===== src/rtl/pc_branch_unit.sv =====
// -----------------------------------------------------------------------------
// pc_branch_unit
//   Program-counter register with branch and jump resolution for the 16-bit
//   CPU. Evaluates the condition code against the flag register, selects the
//   next fetch address (displacement branch, register jump or sequential
//   increment) and captures the JAL return address.
//
// Ports
//   clk        in   1       system clock, all state changes on posedge
//   reset      in   1       synchronous, active-high; wins over every input
//   pc_en      in   1       update the PC this cycle
//   pc_mux_en  in   1       displacement branch (Bcond)
//   jump_en    in   1       register jump (Jcond/JAL); ignored when pc_mux_en=1
//   link_en    in   1       capture pc+1 into link_pc (needs pc_en=1)
//   cond       in   4       condition code
//   disp       in   8       two's-complement branch displacement
//   target     in   ADDR_W  register jump target
//   flags      in   8       [0]C [1]L [2]F [3]Z [4]N, bits [7:5] unused
//   pc         out  ADDR_W  current fetch address
//   link_pc    out  ADDR_W  captured return address
//   taken      out  1       one-cycle pulse after a taken branch/jump
// -----------------------------------------------------------------------------
module pc_branch_unit #(
    parameter int                ADDR_W   = 16,
    parameter logic [ADDR_W-1:0] RESET_PC = {ADDR_W{1'b0}}
) (
    input  logic              clk,
    input  logic              reset,
    input  logic              pc_en,
    input  logic              pc_mux_en,
    input  logic              jump_en,
    input  logic              link_en,
    input  logic [3:0]        cond,
    input  logic [7:0]        disp,
    input  logic [ADDR_W-1:0] target,
    input  logic [7:0]        flags,
    output logic [ADDR_W-1:0] pc,
    output logic [ADDR_W-1:0] link_pc,
    output logic              taken
);

    localparam logic [ADDR_W-1:0] PC_ONE = {{(ADDR_W-1){1'b0}}, 1'b1};

    // Condition evaluation; fl is {N, Z, F, L, C}.
    function automatic logic cond_met_f(input logic [3:0] cond_v, input logic [4:0] fl);
        logic c_v;
        logic l_v;
        logic f_v;
        logic z_v;
        logic n_v;
        c_v = fl[0];
        l_v = fl[1];
        f_v = fl[2];
        z_v = fl[3];
        n_v = fl[4];
        case (cond_v)
            4'h0:    cond_met_f = z_v;
            4'h1:    cond_met_f = ~z_v;
            4'h2:    cond_met_f = c_v;
            4'h3:    cond_met_f = ~c_v;
            4'h4:    cond_met_f = l_v;
            4'h5:    cond_met_f = ~l_v;
            4'h6:    cond_met_f = n_v;
            4'h7:    cond_met_f = ~n_v;
            4'h8:    cond_met_f = f_v;
            4'h9:    cond_met_f = ~f_v;
            4'hA:    cond_met_f = ~l_v & ~z_v;
            4'hB:    cond_met_f = l_v | z_v;
            4'hC:    cond_met_f = ~n_v & ~z_v;
            4'hD:    cond_met_f = n_v | z_v;
            4'hE:    cond_met_f = 1'b1;
            4'hF:    cond_met_f = 1'b0;
            default: cond_met_f = 1'b0;
        endcase
    endfunction

    // Replicate the displacement sign bit across the upper address bits.
    function automatic logic [ADDR_W-1:0] sext_f(input logic [7:0] d);
        sext_f = {{(ADDR_W-8){d[7]}}, d};
    endfunction

    logic [ADDR_W-1:0] pc_r;
    logic [ADDR_W-1:0] link_r;
    logic              taken_r;
    logic [ADDR_W-1:0] pc_next_s;
    logic [ADDR_W-1:0] link_next_s;
    logic              taken_next_s;
    logic [ADDR_W-1:0] pc_inc_s;
    logic              met_s;
    logic              unused_flags_s;

    assign pc_inc_s       = pc_r + PC_ONE;
    assign met_s          = cond_met_f(cond, flags[4:0]);
    assign unused_flags_s = ^flags[7:5];

    // Next-state selection: branch has priority over jump; a failed branch
    // falls through to pc+1 and never consults the jump target.
    always_comb begin
        pc_next_s    = pc_r;
        link_next_s  = link_r;
        taken_next_s = 1'b0;
        if (pc_en) begin
            if (pc_mux_en) begin
                if (met_s) begin
                    pc_next_s    = pc_r + sext_f(disp);
                    taken_next_s = 1'b1;
                end else begin
                    pc_next_s    = pc_inc_s;
                    taken_next_s = 1'b0;
                end
            end else if (jump_en && met_s) begin
                pc_next_s    = target;
                taken_next_s = 1'b1;
            end else begin
                pc_next_s    = pc_inc_s;
                taken_next_s = 1'b0;
            end
            // Return address is the pre-update pc+1, captured even if not taken.
            if (link_en) begin
                link_next_s = pc_inc_s;
            end else begin
                link_next_s = link_r;
            end
        end else begin
            pc_next_s    = pc_r;
            link_next_s  = link_r;
            taken_next_s = 1'b0;
        end
    end

    // State registers with synchronous reset.
    always_ff @(posedge clk) begin
        if (reset) begin
            pc_r    <= RESET_PC;
            link_r  <= {ADDR_W{1'b0}};
            taken_r <= 1'b0;
        end else begin
            pc_r    <= pc_next_s;
            link_r  <= link_next_s;
            taken_r <= taken_next_s;
        end
    end

    assign pc      = pc_r;
    assign link_pc = link_r;
    assign taken   = taken_r;

endmodule


===== config.mk =====
export PLATFORM = sky130hd
export DESIGN_NAME = pc_branch_unit
export DESIGN_NICKNAME = d
export VERILOG_FILES = /design/src/rtl/pc_branch_unit.sv
export SDC_FILE = /design/constraint.sdc
export NUM_CORES = 1
export LEC_CHECK = 0
export BUFFER_PORTS_ARGS = -buffer_cell sky130_fd_sc_hd__buf_2
export CAP_MARGIN = 40
export CORE_MARGIN = 1
export CORE_UTILIZATION = 30
export CTS_CLUSTER_DIAMETER = 80
export CTS_CLUSTER_SIZE = 40
export DETAILED_ROUTE_END_ITERATION = 8
export GPL_ROUTABILITY_DRIVEN = 0
export PLACE_DENSITY = 0.58
export SLEW_MARGIN = 20
export SYNTH_ARGS = -nofsm -noshare
export SYNTH_HDL_FRONTEND = slang
export SYNTH_SLANG_ARGS = --single-unit

===== constraint.sdc =====
create_clock -name clk -period 5.38 [get_ports clk]
set_clock_uncertainty 0.1 [all_clocks]
set_input_delay 1.614 -clock clk [delete_from_list [all_inputs] [get_ports clk]]
set_output_delay 1.614 -clock clk [all_outputs]
set_load 0.02 [all_outputs]

# [Word-level counts from Yosys, hierarchy flattened]
# Cells that the tools add are included.
[classes] addsub=2 n_eq_ne=15 mux=7 n_bitwise=10 reduce_logical=4
[ops] operator="$mux W16" count=3
[ops] operator="$eq A4 B4 Y1 const B" count=8
[ops] operator="$add A16 B1 Y16 const B" count=1
[ops] operator="$add A16 B16 Y16" count=1
[ops] operator="$eq A4 B3 Y1 const B" count=4
[ops] operator="$pmux W1 S16" count=1
[ops] operator="$eq A4 B2 Y1 const B" count=2
[ops] operator="$not A1 Y1" count=6
[ops] operator="$eq A4 B1 Y1 const B" count=1
[ops] operator="$logic_not A4 Y1" count=1
[ops] operator="$mux W1" count=3
[ops] operator="$and A1 B1 Y1" count=2
[ops] operator="$or A1 B1 Y1" count=2
[ops] operator="$reduce_and A2 Y1" count=1
[ops] operator="$reduce_or A2 Y1" count=1
[ops] operator="$logic_and A1 B1 Y1" count=1
[totals] reg_bits=33 output_inout_bits=33

# [Longest topological paths before layout]
# Gate-level depths: netlist (run 1).
[logic_depth] depth_word=6 depth_mapped=10

# [Worst setup path after synthesis (run 1)]
# No wires, ideal clock.
[synth_timing] path_type="input to register" from="input port disp[0]" to="register pc_r[14] (netlist: pc[14])" t_arrival_ns=3.472 required_time_ns=5.143 path_slack_ns=1.671 cell_stages=10 path_cell_list="ha_1 inv_1 fa_1 nand2b_1 a21oi_1 o22ai_1 or3_1 a211o_1 a21oi_1 a2111oi_2"
[synth_via] elab_chain_cells=3
[synth_rtl] item="from (decl)" line="34" source="input logic [7:0] disp,"
[synth_rtl] item="$add A16 B16 Y16" line="105" source="pc_next_s = pc_r + sext_f(disp);"
[synth_rtl] item="$mux W16" line="104" source="if (met_s) begin"
[synth_rtl] item="$mux W16" line="103" source="if (pc_mux_en) begin"
[synth_rtl] item="to (signal assigned)" line="138" source="pc_r <= pc_next_s;"
[synth_rtl] item="to (decl)" line="82" source="logic [ADDR_W-1:0] pc_r;"
# Every way passes these cells.
# A chain may end at the register's enable or synchronous reset.

# [Worst setup path after layout (run 1)]
# Ends and elaborated chain as after synthesis.

==> results_dict.tcl, run 1 <==
set metrics [dict create \
    clkLatencyLatePin_ns 0.28 \
    critPathKind "primary input to flop" \
    r2r_end "pc[14]" \
    initialDrtViolationCount 194 \
    worstMarginPinSlew_ns 0.754 \
    worstSetupStartpointType "primary input" \
    grt_pass1_vias 2617 \
    yosys_register_bits 33 \
    cts_setup_buffers 0 \
    antenna_cells 0 \
    grt-busiest-layer "met2" \
    yosys-top-cells-area "dfxtp_1 (24%), ha_1 (7.4%), nor2_1 (6.4%)" \
    row_count 34 \
    start_util_pct 30.9 \
    grt_antenna_before_repair 0 \
    clock_sinks 33 \
    period_share_pct 72.8 \
    yosysSeqAreaShare_pct 24.5 \
    rsz0062_at_grt "false" \
    synth.cell_area_um2 2700 \
    cts_resized 0 \
    seq_area_um2 661 \
    final_cell_mix "buf_2 (71), nor2_1 (46), dfxtp_1 (33)" \
    synth_fp_nets 413 \
    globalRouteMet3Util_pct 2.67 \
    routed_wl_mm 7.90 \
    synth_ff_type "dfxtp_1" \
    clkTransAtPathRegs_ns 0.07 \
    io_pins 75 \
    worst-endpoint-required_ns 5.43 \
    avgViaCountPerCell 5.32 \
    fillers 945 \
    synth_edf_count 0 \
    synth.avg_cell_area_um2 7.62 \
    grt_overflow 0 \
    drc 0 \
    maxCapViolCount 0 \
    total_power_mw 0.759 \
    grt_pass1_wl_mm 13.0 \
    fmax_ghz 0.255 \
    multi_input_comb_area_um2 1910 \
    worstHoldPathType "flop to flop" \
    critPathMaxFanout 5 \
    leakagePower_nw 1.44 \
    fin_nets 476 \
    peakVddDrop_mv 0.0805 \
    slew_viol_final 0 \
    final_core_utilization_pct 36.7 \
    post-route-cell-area_um2 3200 \
    synthToLayoutAreaGrowth_pct 18.6 \
    r2r_slack_ns 2.33 \
    reg2regPathDepth 10 \
    met2_usage_pct 28.0 \
    final_common_cell "buf_2" \
    dpl-instance-area_um2 3120 \
    finalHoldViolCount 0 \
    status "finished clean" \
    cts_tree "yes" \
    grt_max_degree 30 \
    whs_path_depth 2 \
    whs_ns 0.357 \
    tns_ns 0 \
    clock_path_buffers 2 \
    p_per_area_nw_per_um2 237 \
    core-area_um2 8720 \
    drive_gt1_share_pct 21.3 \
    crit_path_end_kind "flop" \
    ys_types 55 \
    syn_inst 354 \
    slew_headroom_pct 49.7 \
    root_buffer "clkbuf_8" \
    dpl.hpwl_mm 6.28 \
    cp.arrival_ns 3.97 \
    die_x_um 96.8 \
    drt-pass1-iter-count 4 \
    async_reset_ff_share_pct 0 \
    ys_warn_count 0 \
    hold_end "link_pc[1]" \
    grt_util_met1_pct 22.9 \
    worst_r2r_startpoint "pc[0]" \
    gr-usage-all-layers_pct 17.0 \
    min_period_ns 3.91 \
    finalSetupViolCount 0 \
    io_buffer_count 71 \
    yosys.area.top_type "dfxtp_1" \
    synth_top_cell_area_share_pct 24.5 \
    htree_levels 2 \
    die_area_um2 9380 \
    die_y_um 96.8 \
    numCtsBuffers 5 \
    min_from "link_pc[1]" \
    drtAntennaViolNets 0 \
    vias 2800 \
    hold_buffers 0 \
    wl_per_cell_um 15.0 \
]
-- worst max path at each step --
| stage | slack [ns] | endpoint | cells after the start | start |
|---|---|---|---|---|
| floorplan | 1.67 | pc[14] | 10 | disp[0] |
| global placement | 1.19 | pc[14] | 11 | disp[0] |
| detailed placement | 1.19 | pc[14] | 11 | disp[0] |
| CTS | 1.49 | pc[14] | 11 | disp[0] |
| global route | 1.39 | pc[14] | 11 | disp[0] |
| finish | 1.47 | pc[14] | 11 | disp[0] |
-- worst max-delay path, cell delays in order --
cell       delay, ns
buf_2           0.08
ha_1            0.21
inv_1           0.07
fa_1            0.40
nand2b_1        0.19
a21oi_1         0.23
o22ai_1         0.22
or3_1           0.38
a211o_1         0.31
a21oi_1         0.19
a2111oi_2       0.06
-- synth_stat cells, drive strengths merged (2+ instances only) --
cell	count
a211oi	17
o22ai	5
ha	16
nand4	5
nor3	10
and3	2
nor4	4
a31oi	10
nand3	10
a211o	2
o21ai	17
nor2	46
a21o	8
nand2	34
or2	2
o21a	4
o211ai	5
clkbuf	12
a311oi	3
o221ai	2
inv	11
or2b	2
buf	5
mux2i	5
nand2b	6
o21bai	3
a21oi	21
nor2b	7
or3	2
dfxtp	33
xnor2	13
xor2	14
and2	4
-- logic make-up after synthesis --
group           share of synthesized area (%)
buf+inv                                  4.82
fa+ha+maj                                8.16
compound gates                           27.3
mux                                      1.85
flops                                    24.5
simple gates                             24.7
xor+xnor                                 8.76
-- layout make-up --
cell class,count,share of cell area [%]
multi-input cells,293,59.6
repair buffers,73,11.7
clock buffers,6,2.27
well taps,108,4.22
clock inverters,2,0.313
inverters,11,1.29
flip-flops and latches,33,20.6
-- metal layers --
layer | routed length (um) | vias to the layer above | share of wire, %
met5 | 0 | - | 0
met4 | 35 | 0 | 0.44
met3 | 323 | 4 | 4.1
met2 | 3660 | 78 | 46
met1 | 3880 | 1304 | 49
li1 | - | 1414 | -
-- state kept, by name (all words and copies together), names as in the netlist --
signal / count
link_pc: 16
taken: 1
pc: 16
-- per-stage QoR --
step	std cells	setup slack (ns)
final	526	1.47
after global routing	526	1.39
after CTS	526	1.49
after detailed placement	518	1.19
after global placement	517	1.19
after floorplan	354	1.67
-- where the power goes --
part	leakage (nW)	internal, mW	switching [mW]
clock	0.0450	0.0896	0.0903
combinational	1.13	0.118	0.171
sequential	0.272	0.264	0.0273
(Power assumes the default switching activity.)
==> run 2, diff against run 1 <==
- ABC_AREA: default -> 1
- PLACE_DENSITY: 0.58 -> 0.59
- clock period: 5.38 -> 3.3 ns (I/O delays scaled with it)
==> results_dict.tcl, run 2 <==
set metrics [dict create \
    min_from "link_pc[5]" \
    synth.cell_area_um2 3130 \
    synth_edf_count 0 \
    grt_pass1_wl_mm 16.1 \
    synthToLayoutAreaGrowth_pct 18.0 \
    async_reset_ff_share_pct 0 \
    seq_area_um2 661 \
    slowest_stage "fa_1" \
    grt_max_degree 29 \
    leakagePower_nw 2.11 \
    worstSetupStartpointType "primary input" \
    core-area_um2 9950 \
    wl_per_cell_um 12.6 \
    drtAntennaViolNets 0 \
    worst_r2r_startpoint "pc[0]" \
    peakVddDrop_mv 0.176 \
    routed_wl_mm 9.39 \
    clkLatencyLatePin_ns 0.29 \
    critPathMaxFanout 3 \
    initialDrtViolationCount 163 \
    status "finished clean" \
    grt_overflow 0 \
    synth_top_cell_area_share_pct 21.4 \
    critPathKind "primary input to flop" \
    crit_path_start "disp[0]" \
    final_cells 747 \
    final_common_cell "nand2_1" \
    multi_input_comb_area_um2 2030 \
    slew_headroom_pct 56.1 \
    p_per_area_nw_per_um2 361 \
    grt_antenna_before_repair 0 \
    cts_tree "yes" \
    dpl.hpwl_mm 7.42 \
    worst_slack_ns 0.621 \
    worstHoldPathType "flop to flop" \
    cts_resized 0 \
    die_area_um2 10900 \
    slew_viol_final 0 \
    ys_types 33 \
    io_buffer_count 71 \
    fin_nets 672 \
    rsz0062_at_grt "false" \
    yosys_register_bits 33 \
    finalSetupViolCount 0 \
    tns_ns 0 \
    numCtsBuffers 5 \
    io_pins 75 \
    synth_ff_type "dfxtp_1" \
    row_count 36 \
    syn_inst 547 \
    worstMarginPinSlew_ns 0.658 \
    worst-endpoint-required_ns 3.40 \
    final_cell_mix "nand2_1 (179), inv_1 (85), buf_2 (71)" \
    vias 3513 \
    ys_warn_count 0 \
    synth.avg_cell_area_um2 5.73 \
    fmax_ghz 0.373 \
    total_power_mw 1.34 \
    slowest_delay_ns 0.41 \
    drive_gt1_share_pct 16.1 \
    htree_levels 2 \
    cp.arrival_ns 2.78 \
    finalHoldViolCount 0 \
    synth_common_cells "nand2_1 (179), inv_1 (85), nand3_1 (52), nor2_1 (49), dfxtp_1 (33)" \
    gr-usage-all-layers_pct 18.0 \
    period_share_pct 81.2 \
    hold_buffers 0 \
    min_period_ns 2.68 \
    yosys.area.top_type "nand2_1" \
    start_util_pct 31.5 \
    cp_cell_sequence "buf_2 -> ha_1 -> inv_1 -> fa_1 -> o21ai_0 -> a21oi_1 -> xor2_1 -> nand2_1 -> nand3_1 -> nand3_1 -> nand2_1 -> inv_1" \
    yosysSeqAreaShare_pct 21.1 \
    cp_top_family "adder cells" \
    die_x_um 104 \
    maxCapViolCount 0 \
    clock_sinks 33 \
    drc 0 \
    root_buffer "clkbuf_8" \
    die_y_um 104 \
    dp.cells 739 \
    cts_setup_buffers 0 \
    yosys-top-cells-area "nand2_1 (21%), dfxtp_1 (21%), inv_1 (10%)" \
    antenna_cells 0 \
    avgViaCountPerCell 4.70 \
    grt_pass1_vias 3476 \
    drt-pass1-iter-count 5 \
    final_core_utilization_pct 37.2 \
    clock_path_buffers 2 \
    dpl_worst_slack_ns 0.319 \
    fillers 1124 \
    clkTransAtPathRegs_ns 0.08 \
    crit_path_end_kind "flop" \
    synth_fp_nets 606 \
    cp_num_buf_inv 3 \
    synth.most_common_cell "nand2_1" \
]
## run 2: layout make-up
type	instances	area share (%)
inverters	93	9.47
flip-flops and latches	33	17.9
well taps	133	4.50
clock buffers	7	2.60
multi-input cells	405	55.0
clock inverters	1	0.135
repair buffers	75	10.4
## run 2: routing by layer
metal / wire length, um / global-route usage, %
met5: 0 / 0
met4: 76 / 4.80
met3: 643 / 2.63
met2: 4320 / 31.3
met1: 4350 / 23.2
## run 2: final timing paths
kind / cells after the start / slack, ns / to
worst max register to register: 11 / 0.80 / pc[8]
worst min register to register: 2 / 0.40 / link_pc[5]
worst max-delay path: 12 / 0.62 / pc[8]
worst min-delay path: 2 / 0.40 / link_pc[5]
## run 2: kinds of logic after synthesis
kind of cell	after synthesis	synth area share (%)
xor+xnor	22	6.15
simple gates	303	40.8
buf+inv	109	14.0
fa+ha+maj	17	7.03
flops	33	21.1
compound gates	63	11.0
## run 2: power breakdown
group	switching (mW)	leakage [nW]	internal, mW	total (mW)
sequential	0.0398	0.272	0.429	0.468
clock	0.160	0.0542	0.189	0.349
combinational	0.334	1.79	0.184	0.518
total	0.534	2.11	0.802	1.34
## run 2: through the flow
| stage | area, um2 | hold WS [ns] |
|---|---|---|
| after floorplan | 3130 | 0.485 |
| after global placement | 3600 | 0.380 |
| after detailed placement | 3600 | 0.385 |
| after CTS | 3700 | 0.405 |
| after global routing | 3700 | 0.444 |
| final | 3700 | 0.401 |
## run 2: worst register-to-register path, stage by stage, from the launching register on
cell     delay, ns
dfxtp_1       0.52
ha_1          0.24
inv_1         0.05
fa_1          0.41
o21ai_0       0.40
a21oi_1       0.14
xor2_1        0.19
nand2_1       0.08
nand3_1       0.10
nand3_1       0.08
nand2_1       0.06
inv_1         0.03
==> run 3, diff against run 2 <==
- PLACE_DENSITY: 0.59 -> 0.57
- clock period: 3.3 -> 2.5 ns (I/O delays scaled with it)
==> results_dict.tcl, run 3 (synthesized netlist as in run 2, its figures left out) <==
set metrics [dict create \
    worstSetupStartpointType "primary input" \
    grt_overflow 0 \
    core-area_um2 9950 \
    maxCapViolCount 0 \
    avgViaCountPerCell 4.66 \
    worstHoldPathType "flop to flop" \
    dpl.hpwl_mm 7.77 \
    final_cell_mix "nand2_1 (179), inv_1 (85), buf_2 (71)" \
    met2_usage_pct 31.0 \
    drc 0 \
    io_pins 75 \
    clkTransAtPathRegs_ns 0.07 \
    gr-usage-all-layers_pct 18.8 \
    fin_nets 690 \
    die_x_um 104 \
    critPathKind "primary input to flop" \
    grt-busiest-layer "met2" \
    seq_area_um2 661 \
    min_period_ns 2.27 \
    clock_path_buffers 2 \
    slowest_stage "fa_1" \
    slew_headroom_pct 72.5 \
    clock_sinks 33 \
    grt_antenna_before_repair 0 \
    grt_max_degree 28 \
    worst_slack_ns 0.232 \
    cp_common_cell "nand3_1" \
    leakagePower_nw 2.20 \
    globalRouteMet3Util_pct 2.44 \
    row_count 36 \
    cts_resized 0 \
    die_area_um2 10900 \
    root_buffer "clkbuf_8" \
    drt-pass1-iter-count 4 \
    period_share_pct 90.7 \
    final_cells 764 \
    cts_setup_buffers 0 \
    grt_pass1_wl_mm 16.6 \
    critPathMaxFanout 3 \
    antenna_cells 0 \
    cp_num_buf_inv 3 \
    cp_cell_sequence "buf_2 -> ha_1 -> inv_1 -> fa_1 -> o21ai_0 -> buf_4 -> nand2_1 -> nand3_1 -> nand2_1 -> nand2_1 -> nand3_1 -> nand3_1 -> nand3_1 -> a21oi_1" \
    status "finished clean" \
    cts_tree "yes" \
    io_buffer_count 71 \
    routed_wl_mm 9.74 \
    synthToLayoutAreaGrowth_pct 22.2 \
    p_per_area_nw_per_um2 464 \
    start_util_pct 31.5 \
    hold_buffers 0 \
    cp_top_family "adder cells" \
    slowest_delay_ns 0.40 \
    drtAntennaViolNets 0 \
    fillers 1102 \
    slew_viol_final 0 \
    drive_gt1_share_pct 18.2 \
    grt_pass1_vias 3446 \
    dpl_worst_slack_ns -0.0762 \
    wl_per_cell_um 12.8 \
    clkLatencyLatePin_ns 0.28 \
    multi_input_comb_area_um2 2030 \
    crit_path_end_kind "flop" \
    worst-endpoint-required_ns 2.62 \
    finalSetupViolCount 0 \
    finalHoldViolCount 0 \
    peakVddDrop_mv 0.224 \
    vias 3559 \
    die_y_um 104 \
    cp.arrival_ns 2.39 \
    initialDrtViolationCount 187 \
    dp.cells 757 \
    grt_util_met1_pct 25.3 \
    fmax_ghz 0.441 \
    htree_levels 2 \
    final_common_cell "nand2_1" \
    numCtsBuffers 5 \
    worstMarginPinSlew_ns 0.413 \
    rsz0062_at_grt "false" \
]
-- run 3: cell count changes in the layout (fill, tap and decap cells not counted) --
cell	before	now
clkbuf_1	0	1
buf_12	0	1
clkinv_2	2	1
buf_4	4	21
clkbuf_8	7	6
-- run 3: area by class of cell --
class                           instances  share of cell area [%]
Sequential cell                        33                    17.2
Multi-Input combinational cell        405                    53.1
Clock buffer                            7                    2.25
Timing Repair Buffer                   93                    13.9
Inverter                               93                    9.14
Tap cell                              133                    4.34
-- run 3: final timing paths --
kind	end	cells after the start	slack [ns]	start
hold reg to reg	link_pc[4]	2	0.40	link_pc[4]
setup reg to reg	pc[12]	12	0.40	pc[1]
setup / recovery	pc[12]	14	0.23	disp[0]
hold / removal	link_pc[4]	2	0.40	link_pc[4]
-- run 3: worst register-to-register path: cells and delay by family, from the launching register on --
family,cells,cell delay (ns)
flops,1,0.46
simple gates,7,0.50
buf+inv,2,0.25
compound gates,2,0.30
fa+ha+maj,1,0.44
-- run 3: report_power, final --
part	switching, mW	internal [mW]
registers	0.0385	0.566
logic	0.472	0.282
clock network	0.200	0.219
total	0.711	1.07
-- run 3: routing by layer --
metal	part of all wire, %	wire (um)
met5	0	0
met4	2.0	199
met3	6.6	640
met2	45	4360
met1	47	4550
-- run 3: per-stage QoR --
step / total power, mW / instance area, um2 / hold WS (ns) / TNS [ns] / util (%)
2_1_floorplan: 1.11 / 3130 / 0.485 / 0 / -
3_3_place_gp: 1.35 / 3740 / 0.380 / -0.115 / 37.6
3_5_place_dp: 1.36 / 3740 / 0.382 / -0.141 / 37.6
4_1_cts: 1.79 / 3830 / 0.401 / 0 / 38.5
5_1_grt: 1.91 / 3830 / 0.447 / 0 / 38.5
6_report: 1.78 / 3830 / 0.398 / 0 / 38.5
